### config.mk
export PLATFORM = sky130hd
export DESIGN_NAME = rob_commit_queue_flat
export DESIGN_NICKNAME = d
export VERILOG_FILES = /design/src/rtl/rob_commit_queue_pkg.sv /design/src/rtl/rob_commit_queue_if.sv /design/src/rtl/rob_commit_queue_wb_select.sv /design/src/rtl/rob_commit_queue.sv /design/src/flat_wrapper.sv
export SDC_FILE = /design/constraint.sdc
export NUM_CORES = 1
export LEC_CHECK = 0
export CAP_MARGIN = 20
export CORE_MARGIN = 2
export CORE_UTILIZATION = 38
export DETAILED_ROUTE_END_ITERATION = 8
export GPL_TIMING_DRIVEN = 0
export HOLD_SLACK_MARGIN = 0.02
export MAX_ROUTING_LAYER = met4
export SLEW_MARGIN = 10
export SYNTH_ARGS = -nofsm -noshare
export SYNTH_HDL_FRONTEND = slang
export SYNTH_HIERARCHICAL = 1
export SYNTH_SLANG_ARGS = --single-unit
### constraint.sdc
create_clock -name clk_in -period 2.87 [get_ports clk_in]
set_input_delay 0.287 -clock clk_in [delete_from_list [all_inputs] [get_ports clk_in]]
set_output_delay 0.287 -clock clk_in [all_outputs]
set_load 0.03 [all_outputs]
### src/rtl/rob_commit_queue_pkg.sv
// rob_commit_queue_pkg
//   Shared defaults for the reorder-buffer commit queue, the flat layout of one
//   queue entry, and the per-cycle operation selector used by the top.
//   No ports (package).
package rob_commit_queue_pkg;

  localparam int ROB_DEPTH  = 8;
  localparam int ROB_IDX_W  = $clog2(ROB_DEPTH);
  localparam int WB_PORTS   = 2;
  localparam int ROB_DATA_W = 32;

  // Entry layout, LSB first: {addr, val, done, busy}
  localparam int ENT_BUSY_OFS = 0;
  localparam int ENT_DONE_OFS = 1;
  localparam int ENT_VAL_OFS  = 2;

  function automatic int ent_addr_ofs(input int data_w);
    return ENT_VAL_OFS + data_w;
  endfunction

  function automatic int ent_w(input int data_w);
    return ENT_VAL_OFS + 2 * data_w;
  endfunction

  // What the queue does on the coming edge (reset is handled separately).
  typedef enum logic [1:0] {
    Q_HOLD   = 2'd0,
    Q_FLUSH  = 2'd1,
    Q_UPDATE = 2'd2
  } q_op_e;

endpackage

### src/rtl/rob_commit_queue_if.sv
// rob_commit_queue_if
//   Allocation, writeback and commit handshakes of the commit queue.
//   master : producer/consumer side (drives alloc_valid/addr, wb_*, commit_ready)
//   slave  : the queue (drives alloc_ready/tag, commit_valid/tag/val/addr)
//   Writeback ports are packed; port k lives at bits [k*W +: W].
interface rob_commit_queue_if
  import rob_commit_queue_pkg::*;
#(
  parameter int DEPTH  = ROB_DEPTH,
  parameter int N_WB   = WB_PORTS,
  parameter int DATA_W = ROB_DATA_W,
  parameter int IDX_W  = $clog2(DEPTH)
);

  logic                   alloc_valid;
  logic                   alloc_ready;
  logic [DATA_W-1:0]      alloc_addr;
  logic [IDX_W-1:0]       alloc_tag;

  logic [N_WB-1:0]        wb_valid;
  logic [N_WB*IDX_W-1:0]  wb_tag;
  logic [N_WB*DATA_W-1:0] wb_val;

  logic                   commit_valid;
  logic                   commit_ready;
  logic [IDX_W-1:0]       commit_tag;
  logic [DATA_W-1:0]      commit_val;
  logic [DATA_W-1:0]      commit_addr;

  modport master (
    output alloc_valid, alloc_addr, wb_valid, wb_tag, wb_val, commit_ready,
    input  alloc_ready, alloc_tag, commit_valid, commit_tag, commit_val, commit_addr
  );

  modport slave (
    input  alloc_valid, alloc_addr, wb_valid, wb_tag, wb_val, commit_ready,
    output alloc_ready, alloc_tag, commit_valid, commit_tag, commit_val, commit_addr
  );

endinterface

### src/rtl/rob_commit_queue_wb_select.sv
// rob_wb_select
//   Combinational per-entry writeback select. For every entry, finds the
//   lowest-index writeback port addressing it and raises a write enable only
//   when the entry is busy and not yet done.
//   busy_i, done_i : per-entry status
//   wb_valid_i/wb_tag_i/wb_val_i : packed writeback ports
//   wr_en_o, wr_val_o : per-entry write enable and value
module rob_wb_select #(
  parameter int DEPTH  = 8,
  parameter int N_WB   = 2,
  parameter int DATA_W = 32,
  parameter int IDX_W  = $clog2(DEPTH)
) (
  input  logic [DEPTH-1:0]              busy_i,
  input  logic [DEPTH-1:0]              done_i,
  input  logic [N_WB-1:0]               wb_valid_i,
  input  logic [N_WB*IDX_W-1:0]         wb_tag_i,
  input  logic [N_WB*DATA_W-1:0]        wb_val_i,
  output logic [DEPTH-1:0]              wr_en_o,
  output logic [DEPTH-1:0][DATA_W-1:0]  wr_val_o
);

  always_comb begin
    wr_en_o  = '0;
    wr_val_o = '0;
    for (int e = 0; e < DEPTH; e++) begin
      // Scan from the highest port down so the lowest matching port is the
      // last assignment and therefore wins.
      for (int k = N_WB - 1; k >= 0; k--) begin
        if (wb_valid_i[k] && (wb_tag_i[k*IDX_W +: IDX_W] == IDX_W'(e))) begin
          wr_en_o[e]  = busy_i[e] && !done_i[e];
          wr_val_o[e] = wb_val_i[k*DATA_W +: DATA_W];
        end
      end
    end
  end

endmodule

### src/rtl/rob_commit_queue.sv
// rob_commit_queue
//   In-order commit queue: entries are allocated at tail, completed out of
//   order by writeback ports, and retired from head strictly in order.
//   clk_in   : clock, all state on rising edge
//   rst_n_in : synchronous active-low reset, beats rdy_in and flush
//   rdy_in   : global enable; low freezes state and masks handshakes
//   flush    : clears every entry and both pointers
//   rob_if   : alloc / writeback / commit handshakes (slave side)
//   count, full, empty : registered occupancy
module rob_commit_queue
  import rob_commit_queue_pkg::*;
#(
  parameter int DEPTH  = ROB_DEPTH,
  parameter int N_WB   = WB_PORTS,
  parameter int DATA_W = ROB_DATA_W,
  parameter int IDX_W  = $clog2(DEPTH)
) (
  input  logic             clk_in,
  input  logic             rst_n_in,
  input  logic             rdy_in,
  input  logic             flush,
  rob_commit_queue_if.slave rob_if,
  output logic [IDX_W:0]   count,
  output logic             full,
  output logic             empty
);

  localparam int              ENT_W     = ent_w(DATA_W);
  localparam int              ADDR_OFS  = ent_addr_ofs(DATA_W);
  localparam logic [IDX_W:0]  DEPTH_CNT = (IDX_W+1)'(DEPTH);

  logic [DEPTH-1:0][ENT_W-1:0]  ent_q, ent_d;
  logic [IDX_W-1:0]             head_q, head_d;
  logic [IDX_W-1:0]             tail_q, tail_d;
  logic [IDX_W:0]               count_q, count_d;
  logic                         full_q, full_d;
  logic                         empty_q, empty_d;

  logic [DEPTH-1:0]             busy_vec;
  logic [DEPTH-1:0]             done_vec;
  logic [DEPTH-1:0]             wr_en;
  logic [DEPTH-1:0][DATA_W-1:0] wr_val;
  logic [ENT_W-1:0]             head_ent;
  logic                         alloc_fire;
  logic                         commit_fire;
  q_op_e                        op;

  always_comb begin
    busy_vec = '0;
    done_vec = '0;
    for (int e = 0; e < DEPTH; e++) begin
      busy_vec[e] = ent_q[e][ENT_BUSY_OFS];
      done_vec[e] = ent_q[e][ENT_DONE_OFS];
    end
  end

  rob_wb_select #(
    .DEPTH  (DEPTH),
    .N_WB   (N_WB),
    .DATA_W (DATA_W),
    .IDX_W  (IDX_W)
  ) u_wb_select (
    .busy_i     (busy_vec),
    .done_i     (done_vec),
    .wb_valid_i (rob_if.wb_valid),
    .wb_tag_i   (rob_if.wb_tag),
    .wb_val_i   (rob_if.wb_val),
    .wr_en_o    (wr_en),
    .wr_val_o   (wr_val)
  );

  assign head_ent = ent_q[head_q];

  // Handshakes look only at registered state: full blocks allocation even if
  // a commit frees a slot this cycle, and a writeback cannot commit until the
  // cycle after it lands.
  assign rob_if.alloc_ready  = rdy_in && !full_q;
  assign rob_if.alloc_tag    = tail_q;
  assign rob_if.commit_valid = rdy_in && head_ent[ENT_BUSY_OFS] && head_ent[ENT_DONE_OFS];
  assign rob_if.commit_tag   = head_q;
  assign rob_if.commit_val   = head_ent[ENT_VAL_OFS +: DATA_W];
  assign rob_if.commit_addr  = head_ent[ADDR_OFS +: DATA_W];

  assign alloc_fire  = rob_if.alloc_valid && rob_if.alloc_ready;
  assign commit_fire = rob_if.commit_valid && rob_if.commit_ready;

  always_comb begin
    if (!rdy_in)     op = Q_HOLD;
    else if (flush)  op = Q_FLUSH;
    else             op = Q_UPDATE;
  end

  // Writeback, commit and alloc never touch the same entry in one cycle:
  // writeback needs busy&&!done, commit needs done, and alloc needs a free
  // tail slot, which cannot coincide with head while entries are live.
  always_comb begin
    ent_d   = ent_q;
    head_d  = head_q;
    tail_d  = tail_q;
    count_d = count_q;
    unique case (op)
      Q_FLUSH: begin
        ent_d   = '0;
        head_d  = '0;
        tail_d  = '0;
        count_d = '0;
      end
      Q_UPDATE: begin
        for (int e = 0; e < DEPTH; e++) begin
          if (wr_en[e]) begin
            ent_d[e][ENT_DONE_OFS]            = 1'b1;
            ent_d[e][ENT_VAL_OFS +: DATA_W]   = wr_val[e];
          end
        end
        if (commit_fire) begin
          ent_d[head_q][ENT_BUSY_OFS] = 1'b0;
          ent_d[head_q][ENT_DONE_OFS] = 1'b0;
          head_d = head_q + 1'b1;
        end
        if (alloc_fire) begin
          ent_d[tail_q]                         = '0;
          ent_d[tail_q][ENT_BUSY_OFS]           = 1'b1;
          ent_d[tail_q][ADDR_OFS +: DATA_W]     = rob_if.alloc_addr;
          tail_d = tail_q + 1'b1;
        end
        unique case ({alloc_fire, commit_fire})
          2'b10:   count_d = count_q + 1'b1;
          2'b01:   count_d = count_q - 1'b1;
          default: count_d = count_q;
        endcase
      end
      default: begin
      end
    endcase
    full_d  = (count_d == DEPTH_CNT);
    empty_d = (count_d == '0);
  end

  always_ff @(posedge clk_in) begin
    if (!rst_n_in) begin
      ent_q   <= '0;
      head_q  <= '0;
      tail_q  <= '0;
      count_q <= '0;
      full_q  <= 1'b0;
      empty_q <= 1'b1;
    end else begin
      ent_q   <= ent_d;
      head_q  <= head_d;
      tail_q  <= tail_d;
      count_q <= count_d;
      full_q  <= full_d;
      empty_q <= empty_d;
    end
  end

  assign count = count_q;
  assign full  = full_q;
  assign empty = empty_q;

endmodule

### src/flat_wrapper.sv
// flat-port wrapper written by rule: the top's interface ports become plain ports
module rob_commit_queue_flat import rob_commit_queue_pkg::*;
#(
  parameter int DEPTH  = ROB_DEPTH,
  parameter int N_WB   = WB_PORTS,
  parameter int DATA_W = ROB_DATA_W,
  parameter int IDX_W  = $clog2(DEPTH)
)
  (clk_in, rst_n_in, rdy_in, flush, count, full, empty, rob_if_alloc_valid, rob_if_alloc_addr, rob_if_wb_valid, rob_if_wb_tag, rob_if_wb_val, rob_if_commit_ready, rob_if_alloc_ready, rob_if_alloc_tag, rob_if_commit_valid, rob_if_commit_tag, rob_if_commit_val, rob_if_commit_addr);
  rob_commit_queue_if #(.DEPTH(DEPTH), .N_WB(N_WB), .DATA_W(DATA_W), .IDX_W(IDX_W)) rob_if_i ();
  input  logic clk_in;
  input  logic rst_n_in;
  input  logic rdy_in;
  input  logic flush;
  output logic [IDX_W:0] count;
  output logic full;
  output logic empty;
  input wire logic [$bits(rob_if_i.alloc_valid)-1:0] rob_if_alloc_valid;
  input wire logic [$bits(rob_if_i.alloc_addr)-1:0] rob_if_alloc_addr;
  input wire logic [$bits(rob_if_i.wb_valid)-1:0] rob_if_wb_valid;
  input wire logic [$bits(rob_if_i.wb_tag)-1:0] rob_if_wb_tag;
  input wire logic [$bits(rob_if_i.wb_val)-1:0] rob_if_wb_val;
  input wire logic [$bits(rob_if_i.commit_ready)-1:0] rob_if_commit_ready;
  output wire logic [$bits(rob_if_i.alloc_ready)-1:0] rob_if_alloc_ready;
  output wire logic [$bits(rob_if_i.alloc_tag)-1:0] rob_if_alloc_tag;
  output wire logic [$bits(rob_if_i.commit_valid)-1:0] rob_if_commit_valid;
  output wire logic [$bits(rob_if_i.commit_tag)-1:0] rob_if_commit_tag;
  output wire logic [$bits(rob_if_i.commit_val)-1:0] rob_if_commit_val;
  output wire logic [$bits(rob_if_i.commit_addr)-1:0] rob_if_commit_addr;
  assign rob_if_i.alloc_valid = rob_if_alloc_valid;
  assign rob_if_i.alloc_addr = rob_if_alloc_addr;
  assign rob_if_i.wb_valid = rob_if_wb_valid;
  assign rob_if_i.wb_tag = rob_if_wb_tag;
  assign rob_if_i.wb_val = rob_if_wb_val;
  assign rob_if_i.commit_ready = rob_if_commit_ready;
  assign rob_if_alloc_ready = rob_if_i.alloc_ready;
  assign rob_if_alloc_tag = rob_if_i.alloc_tag;
  assign rob_if_commit_valid = rob_if_i.commit_valid;
  assign rob_if_commit_tag = rob_if_i.commit_tag;
  assign rob_if_commit_val = rob_if_i.commit_val;
  assign rob_if_commit_addr = rob_if_i.commit_addr;
  rob_commit_queue #(.DEPTH(DEPTH), .N_WB(N_WB), .DATA_W(DATA_W), .IDX_W(IDX_W)) u_core (.clk_in(clk_in), .rst_n_in(rst_n_in), .rdy_in(rdy_in), .flush(flush), .rob_if(rob_if_i), .count(count), .full(full), .empty(empty));
endmodule
==> metrics.csv, run 1 <==
metric;value;unit
area_delta_synth_final;29.5;%
crit_end;rob_if_commit_addr[23];
syn-cell-area;27100;um2
cts_root_buf;clkbuf_16;
grt_pass1_wl;188000;um
syn_nets;3047;
clockPowerShare;0.506;
dr.pass1.iters;8;
slowest_stage;a222oi_1;
path_max_fanout;6;
yosysWarnings;6;
fill_cells;6410;
synth_flop_cell;dfxtp_1;
cpPeakStageDelay;500;ps
p_int;13500;uW
rows;97;
grt_max_degree;14;
p_switching;4430;uW
grt_antenna_before_repair;8;
powerDensity;512;nW/um2
pwr-share-comb;0.075;
drtIter0Drc;4227;
drv_cap;0;
hold_ws;194;ps
grt_pass1_vias;27000;
peakVddDrop;0.375;mV
cts_max_path_buffers;3;
period_share;1.06;
dieWidth;271;um
p_sw_frac;0.247;
critPathTopFamily;buffers and inverters;
r2r_setup_slack;-80;ps
placedCellCount;4007;
wl_per_cell;31.7;um
globalplace.congestion;0.972;
rr_startpoint;u_core/rob_if.alloc_tag[0]$_SDFFE_PN0P_;
violations;negative setup slack;
worst-endpoint-arrival;2750;ps
numCtsBuffers;66;
utilization;0.499;
slew_viol_final;0;
cp_num_cells;10;
die-area;73400;um2
cp-startpoint;u_core/rob_if.commit_tag[0]$_SDFFE_PN0P_;
track_usage;0.357;
hold_class;in2reg;
path_cells;buf_12 -> buf_8 -> buf_6 -> buf_16 -> nor3_4 -> buf_12 -> buf_6 -> a222oi_1 -> o21ai_1 -> buf_4;
rsz0062_at_grt;yes;
finClkSkew;31.1;ps
numPortBuffers;116;
clk_latency;640;ps
critPathKind;reg2out;
required;2580;ps
finalNonFillerCells;4241;
dp_hpwl;89000;um
fmax;329;MHz
ios;188;
clock-sinks;540;
seq_area_frac_synth;0.399;
synth_edf_count;0;
vias_per_cell;6.63;
setup_slack;-167;ps
die_h;271;um
routed_wl;134000;um
cts_tree;built;
p_leak;0.0120;uW
outcome;finished, violations left;
synthCells;2932;
vias;28100;
setup_viol;40;
worst_pin_slew;1280;ps
drive_above_1_share;0.208;
power.share.sequential;0.419;
setup.worst_path.start_class;flip-flop;
rr_endpoint;u_core/ent_q[268]$_SDFFE_PN0N_;
power;18000;uW
finalHoldViolations;0;
fin_nets;3361;
gr-total-overflow;0;
cts_hold_buf;0;
crit_buf_inv;7;
ant_nets;0;
h-tree-depth;3;
ys_seq_elements;540;
drcViolationCount;0;
coreArea;70300;um2
reg2reg_depth;8;
finalCriticalPeriod;3040;ps
ys_async_sr_fraction;0;
syn_area_per_cell;9.24;um2
synth_cell_type_count;66;
cp-end-kind;output pin;
slew_headroom;0.145;
start_util;0.385;
path_clk_slew;60;ps
## logic make-up after synthesis
group	synth area share
compound gates	0.315
buf+inv	0.0664
fa+ha+maj	0.00231
flops	0.399
mux	0.0483
simple gates	0.168
xor+xnor	0.00129
## per-layer routing
metal | up-vias | wire length (um) | GRT usage
li1 | 11600 | - | -
met1 | 13900 | 52000 | 0.450
met2 | 2120 | 58100 | 0.525
met3 | 468 | 16800 | 0.0998
met4 | 0 | 7520 | 0.173
met5 | - | 0 | -
## state kept, by name (all words and copies together) (netlist names)
| name | flops |
|---|---|
| u_core/empty | 1 |
| u_core/ent_q | 512 |
| u_core/full | 1 |
| u_core/rob_if.commit_tag | 3 |
| u_core/count | 4 |
| u_core/busy_vec | 8 |
| u_core/done_vec | 8 |
| u_core/rob_if.alloc_tag | 3 |
## cells in the mapped netlist (all sizes together) (7+ instances only)
cell type / n / share of area
a211o: 7 / 0.0023
a21oi: 31 / 0.0057
a221oi: 74 / 0.024
a222oi: 20 / 0.0074
a22o: 271 / 0.088
a22oi: 558 / 0.15
and2: 7 / 0.0017
and3: 41 / 0.0095
buf: 166 / 0.032
clkbuf: 241 / 0.033
dfxtp: 540 / 0.40
inv: 8 / 0.0011
mux2: 60 / 0.025
mux2i: 47 / 0.017
mux4: 7 / 0.0060
nand2: 66 / 0.0091
nand2b: 7 / 0.0016
nand3: 9 / 0.0017
nor2: 45 / 0.0065
nor2b: 529 / 0.12
nor3: 9 / 0.0022
nor3b: 8 / 0.0028
o211ai: 8 / 0.0022
o21ai: 89 / 0.016
## cell usage in the layout (no fill, tap or decap), drive strengths merged, types with 10 or more instances in the layout
cell           instances
mux2i                 47
nor2b                529
inv                   10
a22o                 271
o21ai                 89
clkbuf               324
dfxtp                540
buf                  373
nor2                  45
nand2                 66
and3                  41
mux2                  60
clkdlybuf4s50         51
a222oi                20
a221oi                74
a21oi                 31
a22oi                558
## timing repair
| action | 4_1_cts | 5_1_grt |
|---|---|---|
| buffers inserted | 75 | 49 |
| gates resized for setup | 794 | 187 |
| gates cloned | 4 | 3 |
| endpoints found under the setup margin | 284 | 381 |
| pin swaps | 28 | 64 |
| hold endpoints to repair | 0 | 0 |
## worst reg2reg max path, delay by kind of cell (launching register included)
family | cells | cell delay, ps
AO/OA/AOI/OAI | 2 | 540
flip-flops | 1 | 510
buffers and inverters | 3 | 1250
AND/OR/NAND/NOR | 3 | 580
## how the worst min path moves through the flow
stage	to	cells past startpoint	from
floorplan	u_core/rob_if.commit_tag[0]$_SDFFE_PN0P_	2	rob_if_commit_ready
global placement	u_core/done_vec[0]$_SDFFE_PN0N_	1	u_core/done_vec[0]$_SDFFE_PN0N_
detailed placement	u_core/done_vec[0]$_SDFFE_PN0N_	1	u_core/done_vec[0]$_SDFFE_PN0N_
CTS	u_core/count[0]$_SDFF_PN0_	4	rdy_in
global route	u_core/count[0]$_SDFF_PN0_	4	rdy_in
finish	u_core/count[0]$_SDFF_PN0_	4	rdy_in
## area by class of cell
cell class,instances,area (um2),share of cell area
plain buffers,395,2510,0.0717
clock inverters,19,358,0.0102
multi-input cells,1977,15500,0.441
inverters,8,40.0,0.00114
repair buffers,258,2710,0.0772
well taps,940,1180,0.0335
diodes,8,20.0,0.000571
flip-flops and latches,540,10800,0.309
clock buffers,96,1970,0.0561
## through the flow
step	area (um2)	TNS, ps	setup slack (ps)
detailed placement	29700	-359270	-1820
finish	35100	-1890	-167
global placement	29500	-406660	-2420
floorplan	27100	-772	-258
global route	35100	-3120	-185
CTS	34000	-1330	-133
## power by group through the flow
stage                     clock network, uW  logic, uW  registers (uW)
final                                  9080       1350            7530
after floorplan                           0        721            7690
after CTS                              9110       1270            7530
after global placement                    0       1240            7690
after detailed placement                  0       1260            7690
after global routing                   9430       1370            7530
Power figures use the tool's default switching activity.
==> inputs of run 2 (changes only) <==
--- a/config.mk
+++ b/config.mk
@@ -9,7 +9,7 @@
 export CORE_MARGIN = 2
 export CORE_UTILIZATION = 38
 export DETAILED_ROUTE_END_ITERATION = 8
-export GPL_TIMING_DRIVEN = 0
+export GPL_TIMING_DRIVEN = 1
 export HOLD_SLACK_MARGIN = 0.02
 export MAX_ROUTING_LAYER = met4
 export SLEW_MARGIN = 10
==> metrics.csv, run 2 (synthesized netlist as in run 1, its figures left out) <==
metric;value;unit;change
outcome;finished, violations left;;
violations;design-rule violations, negative setup slack;;
reg2reg_depth;12;;+4
cp-startpoint;u_core/rob_if.commit_tag[0]$_SDFFE_PN0P_;;
slew_headroom;0.174;;+0.0289
crit_end;rob_if_commit_addr[9];;
fill_cells;6424;;+0.22%
globalplace.congestion;0.913;;-6.1%
grt_pass1_vias;25300;;-6.4%
drive_above_1_share;0.180;;-0.0276
r2r_setup_slack;70;ps;+150 ps
finalSetupTns;-29.9;ps;+1860 ps
pwr-share-comb;0.080;;+0.005
p_leak;0.0116;uW;-4.1%
setup_slack;-29.9;ps;+137 ps
numCtsBuffers;60;;-9.1%
h-tree-depth;2;;-1
rr_startpoint;u_core/rob_if.commit_tag[0]$_SDFFE_PN0P_;;
worst_pin_slew;1240;ps;-43.4 ps
coreArea;70300;um2;unchanged
routed_wl;115000;um;-14%
start_util;0.385;;unchanged
drcViolationCount;1;;+1
crit_buf_inv;4;;-3
cp_num_cells;7;;-3
largest_reg_flops;512;;unchanged
power;17400;uW;-3.2%
regMostFlops;u_core/ent_q;;
period_share;1.01;;-0.0479
vias;26100;;-7.0%
numPortBuffers;187;;+61%
utilization;0.488;;-0.0109
finalCriticalPeriod;2900;ps;-137 ps
fmax;345;MHz;+4.7%
dr_wl_met3;12600;um;-25%
track_usage;0.306;;-0.0516
slew_viol_final;0;;unchanged
cts_root_buf;clkbuf_16;;
dr.pass1.iters;9;;+1
drv_cap;0;;unchanged
rr_endpoint;u_core/empty$_SDFF_PN1_;;
clock-sinks;540;;unchanged
clockPowerShare;0.487;;-0.019
critPathKind;reg2out;;
p_sw_frac;0.243;;-0.00376
drtIter0Drc;3714;;-12%
rsz0062_at_grt;yes;;
setup_viol;1;;-98%
clk_latency;660;ps;+20 ps
cts_tree;built;;
critPathTopFamily;buffers and inverters;;
p_switching;4230;uW;-4.7%
finalNonFillerCells;3991;;-5.9%
wl_per_cell;28.9;um;-8.8%
fin_nets;3113;;-7.4%
peakVddDrop;0.472;mV;+26%
placedCellCount;3829;;-4.4%
final_common_cell;a22oi_1;;
ios;188;;unchanged
hold_class;reg2reg;;
cp-end-kind;output pin;;
setup.worst_path.start_class;flip-flop;;
grt_max_degree;277;;+263
dp_hpwl;64700;um;-27%
rows;97;;unchanged
cts_max_path_buffers;3;;unchanged
dr_wl_met2;51700;um;-11%
vias_per_cell;6.55;;-1.2%
dieWidth;271;um;unchanged
finClkSkew;28.1;ps;-3.06 ps
path_clk_slew;70;ps;about the same
gr-total-overflow;0;;unchanged
grt_antenna_before_repair;2;;-6
wl_met1;46300;um;-11%
required;2580;ps;about the same
slowest_stage;dfxtp_4;;
finalHoldViolations;0;;unchanged
powerDensity;507;nW/um2;-1.1%
top_layer_used;met4;;
area_delta_synth_final;26.6;%;
worst-endpoint-arrival;2610;ps;-140 ps
ant_nets;0;;unchanged
path_cells;buf_12 -> buf_16 -> nor3_4 -> buf_12 -> a222oi_1 -> o21ai_0 -> buf_12;;
final_cell_mix;a22oi_1, dfxtp_1, nor2b_1, a22o_1, buf_4;;
power.share.sequential;0.433;;+0.014
grt_pass1_wl;167000;um;-11%
p_int;13200;uW;-2.7%
die_h;271;um;unchanged
path_common_cell;buf_12;;
cpPeakStageDelay;390;ps;-110 ps
path_max_fanout;13;;+7
die-area;73400;um2;unchanged
## run 2: how the worst min path moves through the flow
stage | slack, ps | cells past startpoint | from | endpoint
global placement | 470 | 1 | u_core/done_vec[0]$_SDFFE_PN0N_ | u_core/done_vec[0]$_SDFFE_PN0N_
CTS | 480 | 1 | u_core/done_vec[0]$_SDFFE_PN0N_ | u_core/done_vec[0]$_SDFFE_PN0N_
global route | 510 | 1 | u_core/done_vec[0]$_SDFFE_PN0N_ | u_core/done_vec[0]$_SDFFE_PN0N_
detailed placement | 470 | 1 | u_core/done_vec[0]$_SDFFE_PN0N_ | u_core/done_vec[0]$_SDFFE_PN0N_
finish | 490 | 1 | u_core/done_vec[0]$_SDFFE_PN0N_ | u_core/done_vec[0]$_SDFFE_PN0N_
floorplan | 440 | 2 | rob_if_commit_ready | u_core/rob_if.commit_tag[0]$_SDFFE_PN0P_
## run 2: routing by layer
layer	global-route usage	up-vias
met5	-	-
met4	0.124	0
met3	0.0598	340
met2	0.470	1769
met1	0.393	12900
li1	-	11100
## run 2: final cells by class
class | count | area [um2] | share of cell area
antenna | 2 | 5.00 | 0.000146
clock buffer | 90 | 1820 | 0.0530
clock inverter | 23 | 350 | 0.0102
inverter | 8 | 40.0 | 0.00117
multi-input combinational | 1977 | 14900 | 0.435
sequential | 540 | 10800 | 0.315
tap | 940 | 1180 | 0.0343
timing repair buffer | 411 | 5150 | 0.150
## run 2: power by group through the flow
stage | sequential, uW | combinational (uW) | clock [uW]
2_1_floorplan | 7690 | 721 | 0
3_3_place_gp | 7690 | 1330 | 0
3_5_place_dp | 7690 | 1340 | 0
4_1_cts | 7520 | 1350 | 8530
5_1_grt | 7520 | 1430 | 8840
6_report | 7520 | 1390 | 8460
## run 2: through the flow
stage               instance area [um2]  hold WS (ps)  setup slack, ps
floorplan                         27100           438             -258
global placement                  31100           468            -65.7
detailed placement                31100           468             -100
CTS                               33900           482            -47.3
global route                      34300           512            -69.0
finish                            34300           486            -29.9
## run 2: what timing repair did
item	4_1_cts	5_1_grt
endpoints found under the hold margin	24	0
pin swaps	7	11
cloned	9	2
hold buffers	1	0
setup endpoints to repair	64	54
buffers inserted	19	16
gates resized for setup	78	53
